[src/rtl/uart_baud_gen.sv]
// uart_baud_gen: NCO-based UART baud tick generator for a single clock domain.
// A phase accumulator adds a per-baud increment every enabled cycle. Its carry
// is the oversample tick. A small counter of those ticks produces the mid-bit
// tick, the 1x tick and a 50% duty baud-rate square wave.
// Ports:
//   clk_50m     - system clock
//   rst_n       - asynchronous active-low reset
//   en          - 1 = running; 0 = held idle, increment reloaded from baud_sel
//   baud_sel    - 0..7 = 9600,19200,38400,57600,115200,230400,460800,921600
//   rx_restart  - 1-cycle pulse on RX start-bit edge, realigns phase
//   os_tick     - 1-cycle pulse at BAUD*OVERSAMPLE
//   rx_mid_tick - 1-cycle pulse at mid-bit
//   tx_tick     - 1-cycle pulse at BAUD
//   baud_clk    - square wave at BAUD, 0 when idle
module uart_baud_gen #(
    parameter int unsigned CLK_FREQ   = 50_000_000,
    parameter int unsigned OVERSAMPLE = 16,
    parameter int unsigned ACC_W      = 24
) (
    input  logic       clk_50m,
    input  logic       rst_n,
    input  logic       en,
    input  logic [2:0] baud_sel,
    input  logic       rx_restart,
    output logic       os_tick,
    output logic       rx_mid_tick,
    output logic       tx_tick,
    output logic       baud_clk
);

    localparam int unsigned OS_W   = $clog2(OVERSAMPLE);
    localparam int unsigned N_BAUD = 8;

    // Supported baud rates, indexed by baud_sel.
    function automatic longint unsigned baud_rate(input int unsigned idx);
        case (idx)
            0:       return 64'd9600;
            1:       return 64'd19200;
            2:       return 64'd38400;
            3:       return 64'd57600;
            4:       return 64'd115200;
            5:       return 64'd230400;
            6:       return 64'd460800;
            default: return 64'd921600;
        endcase
    endfunction

    // Rounded phase increment for one baud rate.
    function automatic logic [ACC_W-1:0] calc_inc(input int unsigned idx);
        longint unsigned num;
        num = baud_rate(idx) * 64'(OVERSAMPLE) * (64'd1 << ACC_W) + 64'(CLK_FREQ / 2);
        return ACC_W'(num / 64'(CLK_FREQ));
    endfunction

    localparam logic [ACC_W-1:0] INC_TAB [N_BAUD] = '{
        calc_inc(0), calc_inc(1), calc_inc(2), calc_inc(3),
        calc_inc(4), calc_inc(5), calc_inc(6), calc_inc(7)
    };

    // Reject parameter sets the generator cannot honour.
    generate
        if (OVERSAMPLE < 4 || OVERSAMPLE > 64 || (OVERSAMPLE & (OVERSAMPLE - 1)) != 0) begin : g_bad_os
            $error("uart_baud_gen: OVERSAMPLE must be a power of 2 in 4..64");
        end
        if (ACC_W < 16 || ACC_W > 32) begin : g_bad_acc
            $error("uart_baud_gen: ACC_W must be in 16..32");
        end
        for (genvar gi = 0; gi < N_BAUD; gi++) begin : g_chk_baud
            if (baud_rate(gi) * 64'(OVERSAMPLE) >= 64'(CLK_FREQ)) begin : g_bad_rate
                $error("uart_baud_gen: BAUD*OVERSAMPLE must be below CLK_FREQ");
            end
        end
    endgenerate

    logic [ACC_W-1:0] r_acc;
    logic [ACC_W-1:0] r_inc;
    logic [OS_W-1:0]  r_os_cnt;

    logic [ACC_W:0]   w_sum;
    logic             w_carry;
    logic             w_os_wrap;
    logic             w_os_mid;
    logic [OS_W-1:0]  w_os_cnt_next;
    logic             w_baud_clk_next;

    // Accumulator add; the extra MSB is the oversample carry.
    assign w_sum     = {1'b0, r_acc} + {1'b0, r_inc};
    assign w_carry   = w_sum[ACC_W];
    assign w_os_wrap = (r_os_cnt == OS_W'(OVERSAMPLE - 1));
    assign w_os_mid  = (r_os_cnt == OS_W'(OVERSAMPLE / 2 - 1));

    // Next oversample count; idle and restart both force phase zero.
    always_comb begin
        w_os_cnt_next = r_os_cnt;
        if (!en || rx_restart) begin
            w_os_cnt_next = '0;
        end else if (w_carry) begin
            w_os_cnt_next = w_os_wrap ? '0 : r_os_cnt + OS_W'(1);
        end
    end

    // Square wave is high for the upper half of the oversample count.
    assign w_baud_clk_next = en & (w_os_cnt_next >= OS_W'(OVERSAMPLE / 2));

    // Phase accumulator, oversample counter, increment register and ticks.
    always_ff @(posedge clk_50m or negedge rst_n) begin
        if (!rst_n) begin
            r_acc       <= '0;
            r_os_cnt    <= '0;
            r_inc       <= INC_TAB[4];
            os_tick     <= 1'b0;
            rx_mid_tick <= 1'b0;
            tx_tick     <= 1'b0;
            baud_clk    <= 1'b0;
        end else begin
            r_os_cnt <= w_os_cnt_next;
            baud_clk <= w_baud_clk_next;
            if (!en) begin
                // Idle: the increment tracks baud_sel so it is ready when en rises.
                r_acc       <= '0;
                r_inc       <= INC_TAB[baud_sel];
                os_tick     <= 1'b0;
                rx_mid_tick <= 1'b0;
                tx_tick     <= 1'b0;
            end else if (rx_restart) begin
                // Restart wins over a coincident carry; that tick is dropped.
                r_acc       <= '0;
                os_tick     <= 1'b0;
                rx_mid_tick <= 1'b0;
                tx_tick     <= 1'b0;
            end else begin
                r_acc       <= w_sum[ACC_W-1:0];
                os_tick     <= w_carry;
                rx_mid_tick <= w_carry & w_os_mid;
                tx_tick     <= w_carry & w_os_wrap;
            end
        end
    end

endmodule

[config.mk]
export PLATFORM = sky130hd
export DESIGN_NAME = uart_baud_gen
export DESIGN_NICKNAME = d
export VERILOG_FILES = /design/src/rtl/uart_baud_gen.sv
export SDC_FILE = /design/constraint.sdc
export NUM_CORES = 1
export LEC_CHECK = 0
export CORE_UTILIZATION = 65
export CTS_CLUSTER_SIZE = 10
export DETAILED_ROUTE_END_ITERATION = 12
export PLACE_DENSITY = 0.8
export SETUP_SLACK_MARGIN = 0.1
export SLEW_MARGIN = 10
export SYNTH_ARGS = -nofsm -noshare
export SYNTH_HDL_FRONTEND = slang
export SYNTH_SLANG_ARGS = --single-unit
[constraint.sdc]
create_clock -name clk_50m -period 7.95 [get_ports clk_50m]
set_input_delay 1.1925 -clock clk_50m [delete_from_list [all_inputs] [get_ports clk_50m]]
set_output_delay 1.1925 -clock clk_50m [all_outputs]
set_load 0.01 [all_outputs]
# Word level (Yosys, flattened, before mapping)
# Memories as Yosys holds them, arrays and structs flattened. A register that Yosys moved wholly into a read port is not among the register bits.
# Index checks and enable logic that the tools add are counted.
dict set report classes {
  muxes 11
  n_eq_ne 2
  bitwise_logic 4
  order_cmp 1
  n_addsub 2
  n_reduce_logical 4
}
# cell n
set op_table {}
lappend op_table {{$mux W24} 2}
lappend op_table {{$add A24 B24 Y25} 1}
lappend op_table {{$mux W4} 3}
lappend op_table {{$mux W1} 6}
lappend op_table {{$add A4 B1 Y4 const B} 1}
lappend op_table {{$eq A4 B3 Y1 const B} 1}
lappend op_table {{$eq A4 B4 Y1 const B} 1}
lappend op_table {{$ge A4 B4 Y1 const B} 1}
lappend op_table {{$not A3 Y4} 1}
lappend op_table {{$and A1 B1 Y1} 3}
lappend op_table {{$logic_not A1 Y1} 3}
lappend op_table {{$logic_or A1 B1 Y1} 1}
dict set report totals {
  ff_bits 32
  in_bits 7
  word_cells 31
  rom_bits 192
  out_inout_bits 4
  memories 1
}
# memory words word_bits read_ports rd_ports_with_merged_regs wr line
set memory_table {}
lappend memory_table {{(no name shown)} 8 24 1 1 0 121} ;# r_inc <= INC_TAB[baud_sel];

# Depth between registers and ports, before layout
dict set report depth {
  ltp_word 6
  depth_mapped 10
  mapped_depth_nobuf 10
}

# Worst setup path after synthesis
# OpenSTA, ideal clock, no wires.
dict set report synth_path {
  kind {flip-flop to flip-flop}
  from {register r_inc[0]}
  to {register r_os_cnt[0]}
  t_arrival_ns 2.411
  setup_slack_ns 5.461
  synth_period_minus_slack_ns 2.489
  path_buffers 0
  path_stages_with_launch 11
  setup_ns 0.078
  required_ns 7.872
  cell_sequence {dfstp_2 > ha_1 > inv_1 > fa_1 > and2b_4 > o31ai_4 > a21oi_2 > a221oi_4 > a2bb2oi_4 > or3b_1 > a21oi_1}
}
dict set report synth_between {
  elab_chain_cells 3
}
# item line
set synth_lines {}
lappend synth_lines {{from (decl)} 76} ;# logic [ACC_W-1:0] r_inc;
lappend synth_lines {{$add A24 B24 Y25} 87} ;# assign w_sum = {1'b0, r_acc} + {1'b0, r_inc};
lappend synth_lines {{$mux W4} 97} ;# end else if (w_carry) begin
lappend synth_lines {{$mux W4} 95} ;# if (!en || rx_restart) begin
lappend synth_lines {{net w_os_cnt_next[0]} 83} ;# logic [OS_W-1:0] w_os_cnt_next;
lappend synth_lines {{to (signal assigned)} 116} ;# r_os_cnt <= w_os_cnt_next;
lappend synth_lines {{to (decl)} 77} ;# logic [OS_W-1:0] r_os_cnt;
# The timed path passes the listed nets, and every way through them passes these cells.

# Worst setup path after layout
dict set report layout_path {
  from {input port en}
  to {register baud_clk}
}
dict set report layout_between {
  elab_chain_cells 5
}
# item line
set layout_lines {}
lappend layout_lines {{from (decl)} 22} ;# input logic en,
lappend layout_lines {{$logic_not A1 Y1} -}
lappend layout_lines {{$logic_or A1 B1 Y1} 95}
lappend layout_lines {{$mux W4} 95}
lappend layout_lines {{$ge A4 B4 Y1} 103} ;# assign w_baud_clk_next = en & (w_os_cnt_next >= OS_W'(OVERSAMPLE / 2));
lappend layout_lines {{$and A1 B1 Y1 *} 103}
lappend layout_lines {{net w_baud_clk_next} 84} ;# logic w_baud_clk_next;
lappend layout_lines {{to (signal assigned)} 117} ;# baud_clk <= w_baud_clk_next;
lappend layout_lines {{to (decl)} 28} ;# output logic baud_clk
# The timed path passes the listed nets; every way through them passes the cells marked *.

==> results.json <==
{
  "critPathMaxFanout": 42,
  "drt_wl_total_um": 6890,
  "htreeDepth": 2,
  "hold_class": "flip-flop to flip-flop",
  "critPathBufInv": 2,
  "grt_pass1_wl_um": 11300,
  "skew_ns": 0.0117,
  "drc": 0,
  "synth_edf_count": 0,
  "worstPathCellList": "clkdlybuf4s50_1 > buf_4 > nand2b_1 > nor3_2 > a32o_1",
  "start_kind": "input pin",
  "core_um2": 5070,
  "slew_headroom_pct": 23.4,
  "clockBufferDepth": 2,
  "worstSetupPathType": "input pin to flip-flop",
  "endpoint_kind": "flip-flop",
  "post-route-period-util_pct": 38.6,
  "rsz0062_at_grt": "false",
  "cp.required_ns": 8.19,
  "seq_area_um2": 1390,
  "status": "finished clean",
  "setup_violations": 0,
  "cts_resized": 0,
  "synthDominantCellAreaShare_pct": 30.0,
  "max_freq_mhz": 326,
  "syn_inst": 360,
  "drt-initial-drc-count": 142,
  "worstSkewPairLatency_ns": 0.31,
  "io_buffers": 10,
  "crit_path_top_delay_cell": "nand2b_1",
  "ir_drop_mv": 0.140,
  "ys_async_sr_fraction_pct": 100,
  "synthDistinctLibCells": 55,
  "cts_tree": "built",
  "cts-root-buf": "clkbuf_8",
  "ys_seq_area_share_pct": 40.8,
  "ys_ff_latch": 55,
  "antenna_found_initial": 0,
  "clk_pin_slew_ns": 0.10,
  "grt_max_degree": 56,
  "p_per_area_nw_per_um2": 189,
  "drive_above_1_share_pct": 11.2,
  "netlist_area_um2": 3420,
  "antenna_cells": 0,
  "synth-main-ff-cell": "dfrtp_1",
  "syn_nets": 400,
  "hpwl_um": 4980,
  "ios": 11,
  "routabilityCongestion": 0.850,
  "vias": 2604,
  "rows": 26,
  "post-route-min-period_ns": 3.07,
  "grt.overflow.total": 0,
  "grtUsageTotal_pct": 27.6,
  "max_stage_delay_ns": 0.69,
  "p_leak_nw": 1.74,
  "final_nets": 406,
  "synth.area.top_cells": "dfrtp_1, ha_1, dfstp_2, nand2_1, o21ai_0",
  "multi_input_area_um2": 1920,
  "syn_avg_cell_area_um2": 9.49,
  "drt-pass1-iter-count": 4,
  "die_w_um": 74.5,
  "yosys.area.top_type": "dfrtp_1",
  "postCtsHoldBufs": 0,
  "syn_to_final_growth_pct": 7.25,
  "hold_violations": 0,
  "via_per_inst": 5.96,
  "initial_core_util_pct": 67.3,
  "cts_buffers": 5,
  "setup-tns-final_ns": 0,
  "critPathTopFamily": "simple AND/OR/NAND/NOR gates",
  "tightest_slew_ns": 1.15,
  "ant_nets": 0,
  "arrival_ns": 3.31,
  "postLayoutCoreUtil_pct": 72.2,
  "die_area_um2": 5550,
  "ys_warn_count": 0,
  "maxSlewViolCount": 0,
  "die_h_um": 74.5,
  "clkSinkCount": 55,
  "grt_pass1_vias": 2399,
  "fill_cells": 398,
  "maxCapViolCount": 0,
  "wl_per_cell_um": 15.8,
  "cts_setup_buffers": 0
}
## flip-flops by register name (all words and copies together) (netlist names)
register	cells
rx_mid_tick	1
tx_tick	1
r_inc	23
r_os_cnt	4
baud_clk	1
os_tick	1
r_acc	24
## through the flow
stage	hold slack, ns	instances	setup slack, ns	cell area [µm²]	power [mW]
3_3_place_gp	0.473	429	4.65	3560	0.519
5_1_grt	0.507	437	4.72	3660	0.730
2_1_floorplan	0.448	360	5.46	3420	0.477
6_report	0.494	437	4.88	3660	0.692
4_1_cts	0.490	437	4.88	3660	0.695
3_5_place_dp	0.475	429	4.55	3560	0.525
## layer usage
layer,up-vias,share of wire [%],global-route usage [%]
li1,1304,-,-
met1,1242,47,39.7
met2,49,48,43.3
met3,9,3.8,4.74
met4,0,1.1,7.34
met5,-,0,0
## final timing paths
| check | start | endpoint | slack [ns] | cells past startpoint |
|---|---|---|---|---|
| setup / recovery | en | baud_clk$_DFF_PN0_ | 4.88 | 5 |
| hold / removal | r_inc[10]$_DFFE_PN1N_ | r_inc[10]$_DFFE_PN1N_ | 0.49 | 2 |
| setup reg to reg | r_inc[0]$_DFFE_PN1N_ | r_os_cnt[0]$_DFF_PN0_ | 5.13 | 10 |
| hold reg to reg | r_inc[10]$_DFFE_PN1N_ | r_inc[10]$_DFFE_PN1N_ | 0.49 | 2 |
| max in group asynchronous | rst_n | r_os_cnt[2]$_DFF_PN0_ | 6.49 | 2 |
| min in group asynchronous | rst_n | r_acc[16]$_DFF_PN0_ | 1.00 | 2 |
## cells in the final DEF, fill, tap and decap left out, drive strengths merged, types with 3 or more instances in the layout
cell,Yosys,layout
nor2,28,28
nand2,42,42
mux2,5,5
buf,2,3
clkbuf,11,8
o21ai,33,33
o21bai,5,5
mux2i,5,5
ha,32,32
and3,6,6
nor3,9,9
dfstp,14,14
nor2b,5,5
a21o,13,13
a211oi,3,3
a21oi,28,28
dfrtp,41,41
a21boi,3,3
nand3,8,8
xnor2,4,4
a221oi,4,4
xor2,8,8
nand2b,6,6
inv,15,15
clkdlybuf4s50,0,9
## logic make-up after synthesis
| kind of cell | count (synthesis) | synth area share, % |
|---|---|---|
| buffers and inverters | 28 | 3.11 |
| multiplexers | 10 | 3.11 |
| flip-flops | 55 | 40.8 |
| XOR/XNOR | 12 | 3.08 |
| AO/OA/AOI/OAI | 105 | 21.2 |
| adder cells (fa/ha/maj) | 33 | 12.3 |
| AND/OR/NAND/NOR | 117 | 16.3 |
## tightest hold or removal path, cell delays in order (launching register included)
cell     delay, ns
dfstp_2       0.39
inv_1         0.05
a21oi_1       0.06
## Yosys cell counts (2+ instances only)
cell type  number
dfrtp_1        41
a31oi_1         2
nand4_1         2
a21boi_0        3
nand3_1         8
a32o_1          2
xor2_1          8
clkbuf_1       11
nand2_1        42
nand3b_1        2
dfstp_2        14
a21oi_2         3
o21ai_0        30
a21oi_1        25
a21o_1         13
o21bai_1        5
o211ai_1        2
xnor2_1         4
nor2b_1         5
nor3_2          2
o21ai_1         2
and3_1          6
and2_1          2
a221oi_1        2
nand2b_1        6
mux2i_1         5
ha_1           32
a211oi_1        3
nor3_1          7
inv_1          15
nor2_1         28
mux2_2          5
## report_power, final
group / switching (mW) / internal [mW]
sequential: 0.0132 / 0.309
clock: 0.0896 / 0.0798
combinational: 0.121 / 0.0786
## final cells by class
class	instances	area share, %
inverter	15	1.54
sequential	55	38.0
clock buffer	8	2.73
timing repair buffer	12	3.01
tap	70	2.39
multi-input combinational	277	52.3
Note: power is estimated with default switching activity, not from simulation.
